===== config.mk =====
export PLATFORM = sky130hd
export DESIGN_NAME = alu_op_sequencer
export DESIGN_NICKNAME = d
export VERILOG_FILES = /design/src/rtl/alu_op_sequencer.sv
export SDC_FILE = /design/constraint.sdc
export NUM_CORES = 1
export LEC_CHECK = 0
export ABC_CLOCK_PERIOD_IN_PS = 2200
export BUFFER_PORTS_ARGS = -buffer_cell sky130_fd_sc_hd__clkbuf_2
export CAP_MARGIN = 0
export CORE_AREA = 2 2 99 101
export DETAILED_ROUTE_END_ITERATION = 7
export DIE_AREA = 0 0 101 103
export HOLD_SLACK_MARGIN = 0.06
export PLACE_DENSITY_LB_ADDON = 0.12
export SYNTH_ARGS = -nofsm -noshare
export SYNTH_HDL_FRONTEND = slang
export SYNTH_SLANG_ARGS = --single-unit

===== constraint.sdc =====
create_clock -name clk -period 2.2 [get_ports clk]
set_clock_uncertainty 0.15 [all_clocks]
set_input_delay 0.33 -clock clk [delete_from_list [all_inputs] [get_ports clk]]
set_output_delay 0.33 -clock clk [all_outputs]
set_load 0.005 [all_outputs]

===== src/rtl/alu_op_sequencer.sv =====
// alu_op_sequencer
//   Issue stage in front of a combinational ALU. Takes one operation over a
//   valid/ready handshake, registers operands and opcode onto the ALU inputs,
//   waits SETTLE_CYCLES edges, then captures the ALU result and flags into an
//   output register that is held until the consumer accepts it.
//
// Parameters
//   SETTLE_CYCLES  edges from operand launch to result capture (1..15)
//   WIDTH          operand/result width, must match the ALU
//
// Ports
//   clk, rst                      clock, synchronous active-high reset
//   in_valid/in_ready             upstream handshake
//   in_a, in_b, in_opcode         operation to issue
//   alu_a, alu_b, alu_opcode      registered operands/opcode driving the ALU
//   alu_c, alu_d                  ALU result and flags
//   out_valid/out_ready           downstream handshake
//   out_c, out_d, out_opcode      captured result, flags and opcode
//   busy                          high whenever the sequencer is not idle
//   op_count                      completed transfers, wraps at 16 bits
//                                 (present only with ALU_OP_SEQ_STATS_EN)
//
// Optional feature macro: ALU_OP_SEQ_STATS_EN
module alu_op_sequencer #(
  parameter int SETTLE_CYCLES = 2,
  parameter int WIDTH         = 32
) (
  input  logic             clk,
  input  logic             rst,
  input  logic             in_valid,
  output logic             in_ready,
  input  logic [WIDTH-1:0] in_a,
  input  logic [WIDTH-1:0] in_b,
  input  logic [2:0]       in_opcode,
  output logic [WIDTH-1:0] alu_a,
  output logic [WIDTH-1:0] alu_b,
  output logic [2:0]       alu_opcode,
  input  logic [WIDTH-1:0] alu_c,
  input  logic [2:0]       alu_d,
  output logic             out_valid,
  input  logic             out_ready,
  output logic [WIDTH-1:0] out_c,
  output logic [2:0]       out_d,
  output logic [2:0]       out_opcode,
  output logic             busy
`ifdef ALU_OP_SEQ_STATS_EN
  ,
  output logic [15:0]      op_count
`endif
);

  typedef enum logic [1:0] {IDLE, SETTLE, DONE} state_t;

  localparam logic [3:0] CNT_LOAD = 4'(SETTLE_CYCLES - 1);

  state_t     state, state_next;
  logic [3:0] cnt, cnt_next;
  logic       launch;
  logic       capture;
  logic       xfer;

  assign in_ready = (state == IDLE);
  assign busy     = (state != IDLE);

  always_ff @(posedge clk) begin
    if (rst) begin
      state <= IDLE;
      cnt   <= 4'd0;
    end else begin
      state <= state_next;
      cnt   <= cnt_next;
    end
  end

  always_comb begin
    state_next = state;
    cnt_next   = cnt;
    launch     = 1'b0;
    capture    = 1'b0;
    xfer       = 1'b0;
    case (state)
      IDLE: begin
        if (in_valid) begin
          launch     = 1'b1;
          cnt_next   = CNT_LOAD;
          state_next = SETTLE;
        end
      end
      SETTLE: begin
        if (cnt != 4'd0) begin
          cnt_next = cnt - 4'd1;
        end else begin
          capture    = 1'b1;
          state_next = DONE;
        end
      end
      DONE: begin
        if (out_ready) begin
          xfer       = 1'b1;
          state_next = IDLE;
        end
      end
      default: state_next = IDLE;
    endcase
  end

  // Launch stage: operands onto the ALU. Capture stage: result into out_*.
  // Reset clears the data registers as well so an aborted result never leaks.
  always_ff @(posedge clk) begin
    if (rst) begin
      alu_a      <= '0;
      alu_b      <= '0;
      alu_opcode <= 3'd0;
      out_c      <= '0;
      out_d      <= 3'd0;
      out_opcode <= 3'd0;
      out_valid  <= 1'b0;
    end else begin
      if (launch) begin
        alu_a      <= in_a;
        alu_b      <= in_b;
        alu_opcode <= in_opcode;
      end
      if (capture) begin
        out_c      <= alu_c;
        out_d      <= alu_d;
        out_opcode <= alu_opcode;
        out_valid  <= 1'b1;
      end else if (xfer) begin
        out_valid  <= 1'b0;
      end
    end
  end

`ifdef ALU_OP_SEQ_STATS_EN
  always_ff @(posedge clk) begin
    if (rst) begin
      op_count <= 16'd0;
    end else if (xfer) begin
      op_count <= op_count + 16'd1;
    end
  end
`endif

endmodule


==> summary.txt, run 1 <==
status - complete, no violations
hold path cells - 4
Avg Inst Size Synth - 8.08 µm²
Tot GR Track Use - 0.237
Layout Nets - 908
synthesized area - 0.00410 mm²
Final Cycle Share - 0.856
Iter 0 DRT Violations - 123
worst min path class - primary input to register
Fmax - 531 MHz
CP arrival - 1980 ps
Yosys top cell by area - dfxtp_1
Distinct cells, synth - 27
kind of end point of the critical path - register
number of synthesized register bits - 112
DIE HEIGHT - 103 µm
vias in the first global route - 4241
R2R depth - 6
initial antenna violation count - 0
grt total ovfl - 0
Leak Pwr - 2.90 nW
diode count - 0
max-cap violations - 0
final setup violation count - 0
gpl congestion - 0.788
TritonCTS buffer count - 9
largest net degree at the start of global routing - 52
Area contributors post-synth - dfxtp_1 55%, a21oi_1 13%, nand2_1 12%, o21ai_0 5.0%, nand3_1 4.6%
Slew Viols, Final - 0
die area - 0.0104 mm²
worst relative slew slack - 0.599
CTS Root Cell - clkbuf_8
Routed WL per cell - 14.0 µm
slowest CP cell - or3b_1
clock slew at reported path FFs - 100 ps
Critical Path RT - 2300 ps
drt drc - 0
Area Growth Syn to Fin - 58.7%
CP startpoint kind - register
final count of hold timing violations - 0
commonest non-fill, non-tap cell in the layout - clkbuf_2
Synthesis Warnings - 0
most frequent cells in the layout - 212 x clkbuf_2, 134 x nand2_1, 112 x dfxtp_1, 107 x a21oi_1, 102 x dlygate4sd3_1
CTS sink cnt - 112
VDD IR max - 451 µV
max incr delay on CP - 500 ps
unrepaired setup endpoints after global routing - false
final core occ - 0.687
syn nets - 615
clk_lat worst skew - 370 ps
setup bufs post-CTS - 0
CP cell instances - inv_1, ha_1, or3b_1, buf_12, o21ai_0, a21oi_1
CP Class - register to register
CTS tree - yes
routed via count - 4602
Die X-Extent - 101 µm
IO buf count - 213
setup tns final - 0 ps
Total Wirelength - 12900 µm
Power Density - 758 mW/mm²
Detailed Place HPWL - 7690 µm
fin crit period - 1880 ps
share of cells above drive strength 1 - 0.309
Slew @ Worst Pin - 593 ps
detailed-router iteration count before antenna repair - 4
Clock Tree Buf Depth - 2
first-pass GRT wire length - 19700 µm
Core Rows - 36
Ports - 214
Starting Density - 0.433
Vias per Instance - 5.01
floorplan core area - 0.00946 mm²
Detail Route Antenna Nets - 0
crit path max fanout - 33
post-synthesis cell count - 507
H-tree levels - 3
area share of the largest cell type after synthesis - 0.547
sequential element share of the synthesized area - 0.547
==> worst paths after layout <==
path | slack, ps | start | to
worst max-delay path | 320 | cnt[0]$_SDFFE_PP0P_ | out_c[26]$_SDFFE_PP0P_
worst min-delay path | 150 | out_ready | out_valid$_SDFFE_PP0P_
worst max register to register | 320 | cnt[0]$_SDFFE_PP0P_ | out_c[26]$_SDFFE_PP0P_
worst min register to register | 310 | alu_a[25]$_SDFFE_PP0P_ | alu_a[25]$_SDFFE_PP0P_
==> power by group <==
part,internal (mW),total [mW],switching (mW)
Sequential,2.23,2.35,0.116
Combinational,0.601,1.34,0.740
Clock,0.585,1.24,0.657
Total,3.41,4.93,1.51
==> through the flow <==
| stage | area [µm²] | instances | hold slack [ps] | setup WS (ps) | power, mW |
|---|---|---|---|---|---|
| final | 6500 | 919 | 154 | 318 | 4.93 |
| after global routing | 6500 | 919 | 158 | 191 | 5.23 |
| after detailed placement | 5270 | 801 | 296 | 356 | 3.58 |
| after global placement | 5270 | 801 | 291 | 403 | 3.55 |
| after CTS | 6500 | 919 | 131 | 341 | 4.97 |
| after floorplan | 4100 | 507 | 303 | 476 | 3.05 |
==> layer usage <==
layer,GRT usage,wire (µm),vias up
met4,0.112,379,0
met3,0.0576,889,30
li1,-,-,2286
met2,0.405,6450,177
met1,0.281,5140,2109
met5,0,0,-
==> registers in the layout, indices dropped and copies added (netlist names) <==
register,flops
alu_a,32
alu_b,32
out_c,32
cnt,4
alu_opcode,3
out_d,3
out_opcode,3
state,2
out_valid,1
==> cells by family (layout without fill, tap and decap cells) <==
| kind of cell | count (synthesis) | after routing | share of synthesized area |
|---|---|---|---|
| AND/OR/NAND/NOR | 187 | 187 | 0.199 |
| flip-flops | 112 | 112 | 0.547 |
| adder cells (fa/ha/maj) | 2 | 2 | 0.00611 |
| AO/OA/AOI/OAI | 156 | 156 | 0.197 |
| buffers and inverters | 50 | 348 | 0.0507 |
==> cell usage after synthesis <==
| master | instances |
|---|---|
| o21bai_1 | 2 |
| ha_1 | 2 |
| a211oi_2 | 1 |
| buf_2 | 10 |
| nand2b_4 | 1 |
| inv_1 | 5 |
| or2_2 | 1 |
| or3_1 | 1 |
| buf_6 | 1 |
| nor3_1 | 1 |
| a21oi_1 | 107 |
| dfxtp_1 | 112 |
| clkbuf_1 | 34 |
| a211oi_1 | 2 |
| nor2b_1 | 1 |
| a311oi_1 | 1 |
| or4_1 | 3 |
| nor3b_2 | 1 |
| nor4bb_2 | 1 |
| nor3b_1 | 1 |
| nand2_1 | 134 |
| or3b_1 | 2 |
| a22oi_1 | 1 |
| nor2_1 | 2 |
| o21ai_0 | 41 |
| nand3_1 | 38 |
| o31ai_1 | 1 |
==> critical path, delay by kind of cell, from the launching register on <==
family / cells / cell delay (ps)
AO/OA/AOI/OAI: 2 / 290
adder cells (fa/ha/maj): 1 / 170
AND/OR/NAND/NOR: 1 / 500
buffers and inverters: 2 / 310
flip-flops: 1 / 340
==> repair_timing <==
item                      in CTS  in global routing
hold endpoints to repair     102                  0
hold buffers                 102                  0
resized for setup              0                  0
==> layout make-up <==
type / instances / area, µm²
Clock inverter: 5 / 55.1
Timing Repair Buffer: 327 / 2230
Fill cell: 769 / 2960
Tap cell: 114 / 143
Multi-Input combinational cell: 345 / 1660
Inverter: 5 / 18.8
Clock buffer: 11 / 151
Sequential cell: 112 / 2240
No activity file was read; power rests on OpenSTA's default activity.
==> inputs of run 2 (changes only) <==
--- a/config.mk
+++ b/config.mk
@@ -5,7 +5,7 @@
 export SDC_FILE = /design/constraint.sdc
 export NUM_CORES = 1
 export LEC_CHECK = 0
-export ABC_CLOCK_PERIOD_IN_PS = 2200
+export ABC_CLOCK_PERIOD_IN_PS = 1750
 export BUFFER_PORTS_ARGS = -buffer_cell sky130_fd_sc_hd__clkbuf_2
 export CAP_MARGIN = 0
 export CORE_AREA = 2 2 99 101
==> constraint.sdc (replaced) <==
create_clock -name clk -period 1.75 [get_ports clk]
set_clock_uncertainty 0.15 [all_clocks]
set_input_delay 0.2625 -clock clk [delete_from_list [all_inputs] [get_ports clk]]
set_output_delay 0.2625 -clock clk [all_outputs]
set_load 0.005 [all_outputs]
==> summary.txt, run 2 (synthesis results as in run 1) <==
status - complete, no violations (unchanged)
Area Growth Syn to Fin - 63.9% (was 58.7%)
Multi-input gate area - 0.00170 mm² (was 0.00166 mm²)
CTS sink cnt - 112 (unchanged)
initial antenna violation count - 0 (unchanged)
gpl congestion - 0.775 (was 0.788)
Layout Nets - 914 (was 908)
Int Power - 4.69 mW (was 3.41 mW)
CTS Root Cell - clkbuf_8 (unchanged)
register share of total power - 0.444 (was 0.476)
largest net degree at the start of global routing - 50 (was 52)
P_sw - 1.97 mW (was 1.51 mW)
Place WS - -17.5 ps (was 356 ps)
share of cells above drive strength 1 - 0.328 (was 0.309)
routed via count - 4613 (was 4602)
Core Rows - 36 (unchanged)
Fmax - 576 MHz (was 531 MHz)
Tot GR Track Use - 0.236 (was 0.237)
Power Density - 992 mW/mm² (was 758 mW/mm²)
final count of hold timing violations - 0 (unchanged)
worst min path class - primary input to register (unchanged)
Detail Route Antenna Nets - 0 (unchanged)
Die X-Extent - 101 µm (unchanged)
VDD IR max - 438 µV (was 451 µV)
Post-Place Cells - 805 (was 801)
CTS tree - yes (unchanged)
H-tree levels - 3 (unchanged)
CP startpoint kind - register (unchanged)
clk_lat worst skew - 360 ps (was 370 ps)
detailed-router iteration count before antenna repair - 4 (unchanged)
crit path max fanout - 3 (was 33)
worst relative slew slack - 0.662 (was 0.599)
Ports - 214 (unchanged)
final setup margin - 13.7 ps (was 318 ps)
grt total ovfl - 0 (unchanged)
DIE HEIGHT - 103 µm (unchanged)
IO buf count - 213 (unchanged)
Clk pwr share - 0.265 (was 0.252)
Critical Path RT - 1890 ps (was 2300 ps)
Starting Density - 0.433 (unchanged)
vias in the first global route - 4322 (was 4241)
CP Class - register to register (unchanged)
Slew @ Worst Pin - 500 ps (was 593 ps)
Clock Tree Buf Depth - 2 (unchanged)
die area - 0.0104 mm² (unchanged)
clock slew at reported path FFs - 100 ps (about the same)
Sw Share - 0.295 (was 0.307)
floorplan core area - 0.00946 mm² (unchanged)
Leak Pwr - 2.99 nW (was 2.90 nW)
max-cap violations - 0 (unchanged)
diode count - 0 (unchanged)
Final Cycle Share - 0.992 (was 0.856)
fin cells - 924 (was 919)
setup tns final - 0 ps (unchanged)
unrepaired setup endpoints after global routing - true (was false)
Vias per Instance - 4.99 (was 5.01)
kind of end point of the critical path - register (unchanged)
drt drc - 0 (unchanged)
largest registers - alu_a x32, alu_b x32, out_c x32 (unchanged)
first-pass GRT wire length - 19900 µm (was 19700 µm)
Total Wirelength - 13100 µm (was 12900 µm)
final setup violation count - 0 (unchanged)
Reg area - 0.00225 mm² (was 0.00224 mm²)
most frequent cells in the layout - 212 x clkbuf_2, 134 x nand2_1, 109 x dfxtp_1, 107 x a21oi_1, 102 x dlygate4sd3_1 (was 212 x clkbuf_2, 134 x nand2_1, 112 x dfxtp_1, 107 x a21oi_1, 102 x dlygate4sd3_1)
Iter 0 DRT Violations - 189 (was 123)
fin crit period - 1740 ps (was 1880 ps)
CP arrival - 1880 ps (was 1980 ps)
Detailed Place HPWL - 7660 µm (was 7690 µm)
TritonCTS buffer count - 9 (unchanged)
Routed WL per cell - 14.2 µm (was 14.0 µm)
Slew Viols, Final - 0 (unchanged)
fill count - 734 (was 769)
Comb power frac - 0.291 (was 0.272)
commonest non-fill, non-tap cell in the layout - clkbuf_2 (unchanged)
## run 2: changes by cell type in the layout (fill, tap and decap cells not counted), sizes merged
| cell | previous run | this run |
|---|---|---|
| buf | 13 | 17 |
| clkbuf | 223 | 227 |
| clkinv | 2 | 0 |
| clkinvlp | 2 | 0 |
| bufinv | 1 | 2 |
## run 2: worst paths after layout
check,startpoint,depth (start not counted),slack (ps),end
setup / recovery,cnt[0]$_SDFFE_PP0P_,4,10,cnt[3]$_SDFFE_PP0P_
hold / removal,out_ready,4,90,out_valid$_SDFFE_PP0P_
setup reg to reg,cnt[0]$_SDFFE_PP0P_,4,10,cnt[3]$_SDFFE_PP0P_
hold reg to reg,alu_a[23]$_SDFFE_PP0P_,2,310,alu_a[23]$_SDFFE_PP0P_
## run 2: worst max-delay path: stages, from the launching register on
cell and delay (ps):
dfxtp_2 330, buf_4 130, or3_4 320, or4_4 510
a211oi_2 210
## run 2: what timing repair did
item	4_1_cts	5_1_grt
pin swaps	1	0
endpoints found under the hold margin	102	0
setup endpoints to repair	5	39
setup buffers	0	0
gates cloned	0	2
resized for setup	3	26
hold buffers	102	0
## run 2: layer usage
layer  part of all wire  up-vias  global-route usage
li1                   -     2297                   -
met1               0.41     2138               0.279
met2               0.51      157               0.420
met3              0.063       21              0.0529
met4              0.017        0              0.0925
met5                  0        -                   0
## run 2: stage by stage
stage          power [mW]  hold WS (ps)  cell area, µm²   util
6_report             6.66          90.6            6710  0.710
5_1_grt              7.02           130            6710  0.710
4_1_cts              6.54          74.4            6620  0.700
3_5_place_dp         4.57           295            5350  0.566
3_3_place_gp         4.52           290            5350  0.566
2_1_floorplan        3.83           248            4100      -
## run 2: area by class of cell
| class | count | share of cell area |
|---|---|---|
| clock buffer | 13 | 0.0267 |
| clock inverter | 2 | 0.00895 |
| inverter | 5 | 0.00280 |
| multi-input combinational | 345 | 0.253 |
| sequential | 112 | 0.335 |
| tap | 114 | 0.0212 |
| timing repair buffer | 333 | 0.352 |
## run 2: power groups by stage
stage | combinational, mW | sequential [mW] | clock [mW]
detailed placement | 1.57 | 3.01 | 0
finish | 1.94 | 2.96 | 1.77
global route | 2.11 | 2.99 | 1.91
global placement | 1.53 | 2.99 | 0
CTS | 1.76 | 2.95 | 1.82
floorplan | 0.822 | 3.01 | 0
==> inputs of run 3 (changes only) <==
--- a/config.mk
+++ b/config.mk
@@ -8,9 +8,9 @@
 export ABC_CLOCK_PERIOD_IN_PS = 1750
 export BUFFER_PORTS_ARGS = -buffer_cell sky130_fd_sc_hd__clkbuf_2
 export CAP_MARGIN = 0
-export CORE_AREA = 2 2 99 101
+export CORE_AREA = 2 2 119 86
 export DETAILED_ROUTE_END_ITERATION = 7
-export DIE_AREA = 0 0 101 103
+export DIE_AREA = 0 0 121 88
 export HOLD_SLACK_MARGIN = 0.06
 export PLACE_DENSITY_LB_ADDON = 0.12
 export SYNTH_ARGS = -nofsm -noshare
==> summary.txt, run 3 (synthesis results as in run 1) <==
status - complete, no violations (unchanged)
worst min path class - primary input to register (unchanged)
die area - 0.0106 mm² (was 0.0104 mm²)
CP Buf/Inv Count - 1 (unchanged)
cell family with most CP delay - simple AND/OR/NAND/NOR gates (unchanged)
max incr delay on CP - 520 ps (was 510 ps)
Post-Place Cells - 819 (was 805)
setup tns final - 0 ps (unchanged)
Multi-input gate area - 0.00170 mm² (about the same)
Reg area - 0.00225 mm² (about the same)
slowest CP cell - or4_4 (unchanged)
vias in the first global route - 4346 (was 4322)
Leak Pwr - 2.98 nW (was 2.99 nW)
Tot GR Track Use - 0.237 (was 0.236)
fill count - 732 (was 734)
unrepaired setup endpoints after global routing - true (unchanged)
kind of end point of the critical path - register (unchanged)
CTS tree - yes (unchanged)
CP Class - register to register (unchanged)
initial antenna violation count - 0 (unchanged)
TritonCTS buffer count - 9 (unchanged)
Area Growth Syn to Fin - 64.1% (was 63.9%)
Routed WL per cell - 13.8 µm (was 14.2 µm)
hold_ws - 119 ps (was 90.6 ps)
CTS Root Cell - clkbuf_16 (was clkbuf_8)
Die X-Extent - 121 µm (was 101 µm)
diode count - 0 (unchanged)
largest registers - alu_a x32, alu_b x32, out_c x32 (unchanged)
gpl congestion - 0.779 (was 0.775)
clock slew at reported path FFs - 70 ps (was 100 ps)
worst relative slew slack - 0.659 (was 0.662)
detailed-router iteration count before antenna repair - 5 (was 4)
CP cell instances - buf_4, or3_1, or4_4, a211oi_2 (was buf_4, or3_4, or4_4, a211oi_2)
Vias per Instance - 4.91 (was 4.99)
Starting Density - 0.431 (was 0.433)
routed via count - 4607 (was 4613)
first-pass GRT wire length - 20200 µm (was 19900 µm)
Iter 0 DRT Violations - 185 (was 189)
CP arrival - 1830 ps (was 1880 ps)
floorplan core area - 0.00950 mm² (was 0.00946 mm²)
CTS sink cnt - 112 (unchanged)
crit path max fanout - 3 (unchanged)
grt total ovfl - 0 (unchanged)
DIE HEIGHT - 88 µm (was 103 µm)
final core occ - 0.708 (was 0.710)
CP startpoint kind - register (unchanged)
most frequent cells in the layout - 212 x clkbuf_2, 134 x nand2_1, 107 x a21oi_1, 107 x dfxtp_1, 102 x dlygate4sd3_1 (was 212 x clkbuf_2, 134 x nand2_1, 109 x dfxtp_1, 107 x a21oi_1, 102 x dlygate4sd3_1)
Clock Tree Buf Depth - 2 (unchanged)
fin cells - 938 (was 924)
clk_lat worst skew - 340 ps (was 360 ps)
final count of hold timing violations - 0 (unchanged)
final setup violation count - 0 (unchanged)
Layout Nets - 913 (was 914)
Fmax - 586 MHz (was 576 MHz)
largest net degree at the start of global routing - 58 (was 50)
Final Cycle Share - 0.975 (was 0.992)
Slew @ Worst Pin - 504 ps (was 500 ps)
Ports - 214 (unchanged)
commonest non-fill, non-tap cell in the layout - clkbuf_2 (unchanged)
drt drc - 0 (unchanged)
IO buf count - 213 (unchanged)
Critical Path RT - 1870 ps (was 1890 ps)
VDD IR max - 577 µV (was 438 µV)
Slew Viols, Final - 0 (unchanged)
H-tree levels - 3 (unchanged)
Detail Route Antenna Nets - 0 (unchanged)
fin crit period - 1710 ps (was 1740 ps)
Total Wirelength - 13000 µm (was 13100 µm)
Core Rows - 30 (was 36)
Power Density - 1010 mW/mm² (was 992 mW/mm²)
max-cap violations - 0 (unchanged)
share of cells above drive strength 1 - 0.327 (was 0.328)
Detailed Place HPWL - 7730 µm (was 7660 µm)
[run 3: where the power goes]
group,switching (mW),total (mW),internal [mW]
clock,0.901,2.00,1.10
sequential,0.150,2.96,2.81
combinational,0.979,1.83,0.853
[run 3: metal layers]
metal	vias up	track usage	share of wire	routed length [µm]
met2	179	0.392	0.47	6160
met3	39	0.0794	0.079	1020
met5	-	0	0	0
met1	2092	0.286	0.42	5430
met4	0	0.100	0.028	369
li1	2297	-	-	-
[run 3: cell type report]
cell class              count  share of cell area
inverters                   5             0.00279
multi-input cells         345               0.252
clock inverters             6             0.00894
repair buffers            332               0.343
flip-flops and latches    112               0.335
well taps                 128              0.0238
clock buffers              10              0.0341
[run 3: worst paths after layout]
kind	from	end	slack (ps)	cells after the start
worst min register to register	alu_b[9]$_SDFFE_PP0P_	alu_b[9]$_SDFFE_PP0P_	300	2
worst max register to register	cnt[0]$_SDFFE_PP0P_	cnt[3]$_SDFFE_PP0P_	40	4
worst min-delay path	out_ready	out_valid$_SDFFE_PP0P_	120	4
worst max-delay path	cnt[0]$_SDFFE_PP0P_	cnt[3]$_SDFFE_PP0P_	40	4
[run 3: what timing repair did]
action | 4_1_cts | 5_1_grt
setup endpoints to repair | 6 | 32
endpoints found under the hold margin | 102 | 0
hold buffers | 102 | 0
gates resized for setup | 3 | 30
pin swaps | 1 | 3
setup buffers | 0 | 1
[run 3: worst register-to-register path: cells and delay by family (launching register included)]
kind | cells | cell delay, ps
simple gates | 2 | 850
buf+inv | 1 | 130
flops | 1 | 320
compound gates | 1 | 180
[run 3: stage by stage]
step | worst slack (ps) | area (µm²) | power, mW
after global placement | 41.9 | 5360 | 4.52
final | 43.2 | 6720 | 6.79
after CTS | 9.83 | 6670 | 6.76
after detailed placement | -16.8 | 5360 | 4.56
after global routing | -17.1 | 6720 | 7.16
after floorplan | 26.5 | 4100 | 3.83
